`config.mk`:
```
export PLATFORM = sky130hd
export DESIGN_NAME = instr_fetch_unit
export DESIGN_NICKNAME = d
export VERILOG_FILES = /design/src/rtl/instr_fetch_unit.sv
export SDC_FILE = /design/constraint.sdc
export NUM_CORES = 1
export LEC_CHECK = 0
export CORE_ASPECT_RATIO = 0.75
export CORE_MARGIN = 4
export CORE_UTILIZATION = 58
export CTS_BUF_LIST = sky130_fd_sc_hd__clkbuf_16
export DETAILED_ROUTE_END_ITERATION = 6
export DONT_BUFFER_PORTS = 1
export PLACE_DENSITY = 0.76
export SKIP_CTS_REPAIR_TIMING = 1
export SLEW_MARGIN = 20
export SYNTH_ARGS = -nofsm -noshare
export SYNTH_HDL_FRONTEND = slang
export SYNTH_SLANG_ARGS = --single-unit
```
`constraint.sdc`:
```
create_clock -name clk -period 3 [get_ports clk]
set_input_delay 0.45 -clock clk [delete_from_list [all_inputs] [get_ports clk]]
set_output_delay 0.45 -clock clk [all_outputs]
set_load 0.01 [all_outputs]
```
`src/rtl/instr_fetch_unit.sv`:
```
// Instruction fetch stage: PC register, combinational imem read, registered IR
// with valid flag, taken-branch redirect with one-slot squash, stall and HALT.
module instr_fetch_unit #(
   parameter int unsigned ADDR_W   = 6,
   parameter logic [31:0] RESET_PC = 32'h0000_0000,
   parameter logic [5:0]  HALT_OP  = 6'b111111
) (
   input  logic              clk,
   input  logic              reset,
   input  logic              stall,
   input  logic              branch_taken,
   input  logic [31:0]       branch_imm,
   output logic [ADDR_W-1:0] imem_addr,
   input  logic [31:0]       imem_data,
   output logic [31:0]       instr,
   output logic [5:0]        opcode,
   output logic [31:0]       pc_plus4,
   output logic              valid,
   output logic              halted
);

   localparam int unsigned WORD_W     = 32;
   localparam int unsigned OPCODE_MSB = 31;
   localparam int unsigned OPCODE_LSB = 26;

   // Byte distance between consecutive instruction words.
   localparam logic [WORD_W-1:0] WORD_BYTES = 32'd4;

   // Reset PC is forced onto a word boundary so pc[1:0] can never be nonzero.
   localparam logic [WORD_W-1:0] RESET_PC_ALIGNED = {RESET_PC[WORD_W-1:2], 2'b00};

   // FSM encoding.
   localparam logic [1:0] S_START = 2'd0;
   localparam logic [1:0] S_RUN   = 2'd1;
   localparam logic [1:0] S_FLUSH = 2'd2;
   localparam logic [1:0] S_HALT  = 2'd3;

   logic [1:0]        state_q,    state_d;
   logic [WORD_W-1:0] pc_q,       pc_d;
   logic [WORD_W-1:0] instr_q,    instr_d;
   logic [WORD_W-1:0] pc_plus4_q, pc_plus4_d;
   logic              valid_q,    valid_d;
   logic              halted_q,   halted_d;

   logic [WORD_W-1:0] seq_pc;
   logic [WORD_W-1:0] branch_target;
   logic              branch_go;
   logic              halt_hit;

   // Sequential and branch-target PC arithmetic, both wrapping modulo 2^32.
   always_comb begin
      seq_pc        = pc_q + WORD_BYTES;
      branch_target = pc_plus4_q + (branch_imm << 2);
   end

   // Redirect and halt qualifiers; both only act on a real instruction in IR.
   always_comb begin
      branch_go = valid_q & branch_taken;
      halt_hit  = valid_q & (instr_q[OPCODE_MSB:OPCODE_LSB] == HALT_OP);
   end

   // Next-state and datapath update; everything holds unless a case overrides.
   always_comb begin
      state_d    = state_q;
      pc_d       = pc_q;
      instr_d    = instr_q;
      pc_plus4_d = pc_plus4_q;
      valid_d    = valid_q;
      halted_d   = halted_q;

      case (state_q)
         // IR is empty here (after reset or a squash): no branch or halt can apply.
         S_START, S_FLUSH: begin
            if (!stall) begin
               instr_d    = imem_data;
               pc_plus4_d = seq_pc;
               pc_d       = seq_pc;
               valid_d    = 1'b1;
               state_d    = S_RUN;
            end
         end

         // A taken branch wins over stall (and over a coincident HALT opcode);
         // the wrong-path word fetched this cycle is dropped by clearing valid.
         S_RUN: begin
            if (branch_go) begin
               pc_d    = branch_target;
               valid_d = 1'b0;
               state_d = S_FLUSH;
            end else if (!stall) begin
               if (halt_hit) begin
                  halted_d = 1'b1;
                  valid_d  = 1'b0;
                  state_d  = S_HALT;
               end else begin
                  instr_d    = imem_data;
                  pc_plus4_d = seq_pc;
                  pc_d       = seq_pc;
                  valid_d    = 1'b1;
               end
            end
         end

         // Terminal until reset; stall and branch_taken are ignored.
         S_HALT: begin
            state_d = S_HALT;
         end

         default: begin
            state_d = S_START;
         end
      endcase
   end

   // State and datapath registers with asynchronous reset.
   always_ff @(posedge clk or posedge reset) begin
      if (reset) begin
         state_q    <= S_START;
         pc_q       <= RESET_PC_ALIGNED;
         instr_q    <= '0;
         pc_plus4_q <= '0;
         valid_q    <= 1'b0;
         halted_q   <= 1'b0;
      end else begin
         state_q    <= state_d;
         pc_q       <= pc_d;
         instr_q    <= instr_d;
         pc_plus4_q <= pc_plus4_d;
         valid_q    <= valid_d;
         halted_q   <= halted_d;
      end
   end

   // Memory address drops the byte offset and aliases above ADDR_W word bits.
   assign imem_addr = pc_q[ADDR_W+1:2];

   assign instr    = instr_q;
   assign opcode   = instr_q[OPCODE_MSB:OPCODE_LSB];
   assign pc_plus4 = pc_plus4_q;
   assign valid    = valid_q;
   assign halted   = halted_q;

endmodule
```
---- Word-level counts from Yosys, hierarchy flattened ----
Cells that the tools add are included.
storage, ports and cells
  input port bits ......................... 68
  logic and storage cells ................. 53
  output and inout port bits .............. 78
  flip-flop bits (word level) ............. 100
  memory bits (writable) .................. 0
  bits in read-only memories .............. 0
  memories kept ........................... 0
  latch bits .............................. 0
operators by class
  reduce and logical (&&, ||, !) cells .... 8
  divide/modulo/power cells ............... 0
  bitwise logic cells ..................... 4
  equality and inequality tests ........... 11
  $add $sub $neg .......................... 2
  order comparisons ....................... 0
  $mul .................................... 0
  muxes and demuxes ....................... 22
  shift-type cells ........................ 0
operators by type and width
  cell                                                  number
  2-to-1 mux 32 bit                                     9
  case mux 32 bit (2 select lines)                      3
  adder 32 x 3 -> 32 bit (second input constant)        1
  adder 32 bit                                          1
  != test 3 bit (second input constant)                 3
  2-to-1 mux 2 bit                                      4
  != test 2 bit (second input constant)                 4
  AND reduction 4 bit                                   2
  equality test 6 bit (second input constant)           1
  case mux 2 bit (3 select lines)                       1
  AND reduction 3 bit                                   2
  AND reduction 5 bit                                   1
  equality test 2 bit (second input constant)           2
  2-to-1 mux 1 bit                                      4
  bitwise AND 1 bit                                     2
  equality test 2 x 1 -> 1 bit (second input constant)  1
  zero test 2 bit                                       1
  inverter 1 bit                                        2
  case mux 1 bit (2 select lines)                       1
  nonzero test 2 bit                                    1
  OR reduction 2 bit                                    1

---- Logic depth before layout (Yosys ltp) ----
Gate-level depths: netlist of run 1.
  depth after elaboration ................. 6
  gate-level depth with buffers ........... 9
  mapped depth without buffers ............ 9

---- Worst setup path before layout of run 1 ----
No wires, ideal clock.
  path type ............................... in2reg
  start ................................... input branch_imm[0]
  end ..................................... register pc_q[28]
  data required time ...................... 2,865 ps
  buffers on the path ..................... 0
  setup time .............................. 135 ps
  arrival ................................. 2,403 ps
  setup slack ............................. 462 ps
  cell stages on the path ................. 9
  path through ............................ ha_1 fa_1 a21oi_1 o221a_2 o21ai_0 a221o_1 a31oi_1 xor2_1 mux2i_1
between the ends
  longest elaborated chain between the ends .. 3
RTL lines
  element                           line  source
  from (decl)                       12    input logic [31:0] branch_imm,
  adder 32 bit                      53    branch_target = pc_plus4_q + (branch_imm << 2);
  2-to-1 mux 32 bit                 86    if (branch_go) begin
  case mux 32 bit (2 select lines)  71    case (state_q)
  to (signal assigned)              126   pc_q <= pc_d;
  to (decl)                         39    logic [WORD_W-1:0] pc_q, pc_d;
No other way between the ends.
A chain may end at the register's enable or synchronous reset.

---- Final worst setup path of run 1 ----
  start ................................... register pc_plus4_q[2], in the netlist pc_plus4[2]
  end ..................................... register pc_q[28]
between the ends
  longest elaborated chain between the ends .. 3
RTL lines
  element                           line  source
  from (decl)                       41    logic [WORD_W-1:0] pc_plus4_q, pc_plus4_d;
  from (signal assigned)            128   pc_plus4_q <= pc_plus4_d;
  adder 32 bit                      53
  2-to-1 mux 32 bit                 86
  case mux 32 bit (2 select lines)  71
No other way between the ends.

==> results by group, run 1 <==
Detailed routing
  – WL/cell: 18.9 um
  – Vias/cell: 6.19
  – # DRC: 0
  – DRT Pass-1 Iters: 5
  – Detailed Route Iter0 Violations: 493
  – Via Count: 5,500
  – Post-DRT Antenna Nets: 0
  – Drt total wl: 16,700 um

Worst setup path
  – Critical path required time: 3.22 ns
  – Cells along the critical path: ha_1, fa_1, a21oi_1, o221a_2, o21ai_0, a221o_1, a31oi_1, xor2_1, mux2i_1
  – Worst Path Arrival: 2.99 ns
  – Startpoint types: register
  – Critical path class: reg2reg
  – WP buf/inv: 0
  – Maximum single-stage delay on the critical path: 0.44 ns
  – Worst setup EP type: register
  – Slowest stage cell, crit path: dfrtp_1
  – Worst Path Max Fanout: 3
  – Cell family with most CP delay: compound AO/OA/AOI/OAI gates

GRT
  – Initial antenna violation count: 0
  – Met3 Use GR: 0.0769
  – Global-route wire length before repair: 27,200 um
  – GR Util met1: 0.377
  – Met2 Use GR: 0.387
  – Number of global-route vias before repair: 5,455
  – Largest net degree at the start of global routing: 54
  – GRT Util Overall: 0.264
  – GR Overflow Total: 0
  – Gr busiest metal: met2

Logic synthesis
  – Mean post-synth cell area: 8.29 um^2
  – Largest cells by area after synthesis: dfrtp_1 39%, nand2_1 12%, ha_1 5.9%
  – Main synth FF type: dfrtp_1
  – Cell area after synthesis: 0.00636 mm^2
  – Mapped Cells: 767
  – Netlist cell types: 60
  – Area fraction of the dominant cell type after synthesis: 0.393
  – Syn nets: 866
  – Ys async rst share: 1.00
  – Most common library cells after synthesis: 199 x nand2_1, 100 x dfrtp_1, 68 x o21ai_0
  – Seq/Total Area, Yosys: 0.393
  – Yosys top cell by area: dfrtp_1
  – Yosys warns: 0
  – Number of synthesized flops with an enable pin: 0
  – FF+latch count, synth: 100
  – Most frequent cell after synthesis: nand2_1

Timing
  – FMAX: 0.360 GHz
  – Slew headroom: 0.491
  – Fin crit share: 0.925
  – Fin. max-slew vios: 0
  – RSZ-0062 raised after global routing: no
  – TNS Setup: 0 ns
  – Setup violators final: 0
  – Crit path time final: 2.78 ns
  – Worst-Margin Slew: 0.762 ns
  – Clk_skew: 0.00516 ns
  – Fin. Hold Viols: 0

Floorplanning
  – Rows: 32
  – Die ar.: 0.0127 mm^2
  – Total core area: 0.0105 mm^2
  – Total I/O pin count: 146
  – Initial Utilization: 0.606
  – Die height: 98.7 um
  – Chip width: 129 um

Power and ir drop
  – Pleak: 3.01 nW
  – Power Density: 1100 mW/mm^2
  – Peak VDD IR: 0.000477 V

Clock tree
  – H-tree depth: 3
  – Clock Root Buffer: clkbuf_16
  – Worst skew pair latency: 0.34 ns
  – Clock Pin Slew Worst Setup and Hold Paths: 0.07 ns
  – CTS tree: yes
  – CTS buffer count: 9
  – Maximum clock insertion buffer count: 2
  – # clock sinks: 100

Flow run
  – Max-Cap Viols: 0

Placement
  – DP Area: 0.00643 mm^2
  – Detail Placement HPWL: 12,400 um
  – Port-buffer cells: 0
  – # placed instances: 872
  – Final Wtd Congestion: 0.955

Hold path
  – Hold Crit Class: in2async

Finish
  – Inserted Diodes: 0
  – Layout Nets: 846
  – Design Area, Final: 0.00671 mm^2
  – Fin util: 0.639
  – Fraction of layout cells with a size suffix above 1: 0.0678
  – Syn-to-layout area delta: 5.43%
  – Fin cells: 888

Run status
  – Status: complete, no violations
cell type report:
cell class,instances,area (um^2)
sequential,100,2500
clock buffer,9,225
fill,876,3780
multi-input combinational,607,3590
inverter,14,56.3
tap,136,170
clock inverter,7,45.0
timing repair buffer,15,113
cell families after synthesis:
| group | synth area share |
|---|---|
| AO/OA/AOI/OAI | 0.166 |
| buffers and inverters | 0.0443 |
| AND/OR/NAND/NOR | 0.230 |
| XOR/XNOR | 0.0978 |
| adder cells (fa/ha/maj) | 0.0622 |
| multiplexers | 0.00649 |
| flip-flops | 0.393 |
through the flow:
| step | hold slack (ns) | power, W | worst slack, ns |
|---|---|---|---|
| 2_1_floorplan | 0.439 | 0.00537 | 0.462 |
| 3_3_place_gp | 0.451 | 0.00602 | 0.263 |
| 3_5_place_dp | 0.465 | 0.00621 | 0.240 |
| 4_1_cts | 0.115 | 0.00732 | 0.161 |
| 5_1_grt | 0.149 | 0.00793 | 0.103 |
| 6_report | 0.0996 | 0.00735 | 0.225 |
sequential cells by signal, indices dropped and copies added, names as in the netlist:
| name | count |
|---|---|
| instr | 32 |
| pc_plus4 | 32 |
| pc_q | 32 |
| state_q | 2 |
| halted | 1 |
| valid | 1 |
worst paths after layout:
| kind | from | end | slack (ns) | cells after the start |
|---|---|---|---|---|
| hold / removal | reset | instr[20]$_DFFE_PP0P_ | 0.1 | 1 |
| setup / recovery | pc_plus4[2]$_DFFE_PP0P_ | pc_q[28]$_DFFE_PP0P_ | 0.22 | 9 |
| hold reg to reg | pc_q[1]$_DFFE_PP0P_ | pc_plus4[1]$_DFFE_PP0P_ | 0.48 | 2 |
| min in group clk | stall | state_q[0]$_DFFE_PP0P_ | 0.19 | 1 |
| setup reg to reg | pc_plus4[2]$_DFFE_PP0P_ | pc_q[28]$_DFFE_PP0P_ | 0.22 | 9 |
| max in group asynchronous | reset | pc_plus4[13]$_DFFE_PP0P_ | 1.97 | 2 |
power by group:
| part | total (W) | internal (W) | switching, W |
|---|---|---|---|
| Sequential | 0.00292 | 0.00196 | 0.000961 |
| Combinational | 0.00335 | 0.00131 | 0.00204 |
| Clock | 0.00107 | 0.000559 | 0.000516 |
cells in the final DEF, fill, tap and decap left out, types with 3 or more instances in the layout:
master     instances
nand2_1          198
dfrtp_1          100
o21ai_0           68
a21oi_1           50
nor2_1            41
xor2_1            37
xnor2_1           34
ha_1              30
nand3_1           19
buf_4             15
inv_1             14
nand4_1           12
nor3_1            11
clkbuf_16          9
o21bai_1           7
a21o_1             7
a211oi_1           7
and3_1             7
a31oi_1            7
nand2b_1           4
nor2b_1            4
and4_1             4
nor3_2             3
o21a_1             3
o211ai_1           3
or3_1              3
and2_1             3
mux2i_1            3
a31o_2             3
o22ai_1            3
clkinv_4           3
per-layer routing:
metal,share of wire,wire length (um)
met2,0.44,7290
met1,0.43,7240
met5,0,0
met3,0.11,1850
met4,0.022,367
Power figures use the tool's default switching activity.
==> run 2, diff against run 1 <==
- CTS_BUF_LIST: sky130_fd_sc_hd__clkbuf_16 -> default
==> results by group, run 2 (synthesized netlist as in run 1, its figures left out) <==
Worst setup path
  – Worst setup EP type: register
  – Worst Path Max Fanout: 3
  – Startpoint types: register
  – Worst Path Arrival: 3.02 ns
  – Critical path required time: 3.22 ns
  – Critical path class: reg2reg
  – Reg2Reg Depth: 9

Placement
  – Detail Placement HPWL: 12,400 um
  – Port-buffer cells: 0
  – DP Worst Slack: 0.240 ns
  – DP Area: 0.00643 mm^2
  – Final Wtd Congestion: 0.955

Power and ir drop
  – Sw Ratio: 0.476
  – Int Pwr: 0.00389 W
  – Power Density: 1100 mW/mm^2
  – Reg power frac: 0.394
  – Comb pwr share: 0.452
  – Peak VDD IR: 0.000481 V
  – Pleak: 3.02 nW
  – Clock share of power: 0.153
  – Net Sw Power: 0.00353 W

Clock tree
  – CTS buffer count: 9
  – Clock Root Buffer: clkbuf_16
  – H-tree depth: 3
  – # clock sinks: 100
  – Clock Pin Slew Worst Setup and Hold Paths: 0.07 ns
  – Maximum clock insertion buffer count: 2
  – CTS tree: yes
  – Worst skew pair latency: 0.34 ns

Finish
  – # fillers: 875
  – Design Area, Final: 0.00673 mm^2
  – Syn-to-layout area delta: 5.74%
  – Fraction of layout cells with a size suffix above 1: 0.0705
  – Fin util: 0.641
  – Commonest non-fill, non-tap cell in the layout: nand2_1
  – Inserted Diodes: 0
  – Layout Nets: 846
  – Most frequent cells in the layout: 198 x nand2_1, 100 x dfrtp_1, 68 x o21ai_0, 50 x a21oi_1, 41 x nor2_1

Floorplanning
  – Total I/O pin count: 146
  – Rows: 32
  – Total core area: 0.0105 mm^2
  – Die ar.: 0.0127 mm^2
  – Die height: 98.7 um
  – Chip width: 129 um
  – Initial Utilization: 0.606

Timing
  – Crit path time final: 2.80 ns
  – Slew headroom: 0.491
  – TNS Setup: 0 ns
  – Worst-Margin Slew: 0.762 ns
  – Fin. Hold Viols: 0
  – Fin crit share: 0.932
  – Fin worst setup slack: 0.203 ns
  – FMAX: 0.357 GHz
  – Setup violators final: 0
  – Clk_skew: 0.00454 ns
  – RSZ-0062 raised after global routing: no
  – Fin. max-slew vios: 0

GRT
  – Initial antenna violation count: 0
  – GR Overflow Total: 0
  – Number of global-route vias before repair: 5,444
  – Global-route wire length before repair: 27,200 um
  – GRT Util Overall: 0.264
  – Largest net degree at the start of global routing: 54

Hold path
  – Hold Crit Class: in2async

Detailed routing
  – Vias/cell: 6.19
  – Via Count: 5,500
  – WL/cell: 18.9 um
  – Detailed Route Iter0 Violations: 512
  – # DRC: 0
  – Drt total wl: 16,800 um
  – Post-DRT Antenna Nets: 0
  – DRT Pass-1 Iters: 5

Flow run
  – Max-Cap Viols: 0

Run status
  – Status: complete, no violations
-- run 2: worst paths after layout --
check / to / startpoint / slack, ns
setup / recovery: pc_q[28]$_DFFE_PP0P_ / pc_plus4[2]$_DFFE_PP0P_ / 0.20
hold / removal: instr[20]$_DFFE_PP0P_ / reset / 0.1
setup reg to reg: pc_q[28]$_DFFE_PP0P_ / pc_plus4[2]$_DFFE_PP0P_ / 0.20
hold reg to reg: pc_plus4[1]$_DFFE_PP0P_ / pc_q[1]$_DFFE_PP0P_ / 0.48
max in group asynchronous: pc_plus4[13]$_DFFE_PP0P_ / reset / 1.97
min in group clk: state_q[0]$_DFFE_PP0P_ / stall / 0.19
-- run 2: worst max-delay path: stages (launching register included) --
cell	delay (ns)
dfrtp_1	0.44
ha_1	0.27
fa_1	0.41
a21oi_1	0.24
o221a_2	0.24
o21ai_0	0.14
a221o_1	0.43
a31oi_1	0.23
xor2_1	0.17
mux2i_1	0.09
-- run 2: per-layer routing --
layer,routed length [um],up-vias,global-route usage
met4,354,0,0.0856
met1,7380,2575,0.377
li1,-,2584,-
met3,1800,41,0.0769
met5,0,-,0
met2,7260,300,0.387
-- run 2: metrics by stage --
step	hold slack, ns	std cells	total power, W
2_1_floorplan	0.439	767	0.00537
3_3_place_gp	0.451	872	0.00602
3_5_place_dp	0.465	872	0.00621
4_1_cts	0.115	888	0.00737
5_1_grt	0.149	888	0.00799
6_report	0.0995	888	0.00741
-- run 2: power groups by stage --
stage               sequential, W  clock (W)  combinational, W
floorplan                 0.00267          0           0.00270
global placement          0.00290          0           0.00312
detailed placement        0.00294          0           0.00326
CTS                       0.00292    0.00116           0.00329
global route              0.00302    0.00121           0.00376
finish                    0.00292    0.00114           0.00335
-- run 2: final cells by class --
cell class / instances / area, um^2 / share of cell area
multi-input cells: 607 / 3590 / 0.534
clock inverters: 4 / 33.8 / 0.00502
clock buffers: 12 / 256 / 0.0381
flip-flops and latches: 100 / 2500 / 0.372
well taps: 136 / 170 / 0.0253
inverters: 14 / 56.3 / 0.00837
repair buffers: 15 / 113 / 0.0167
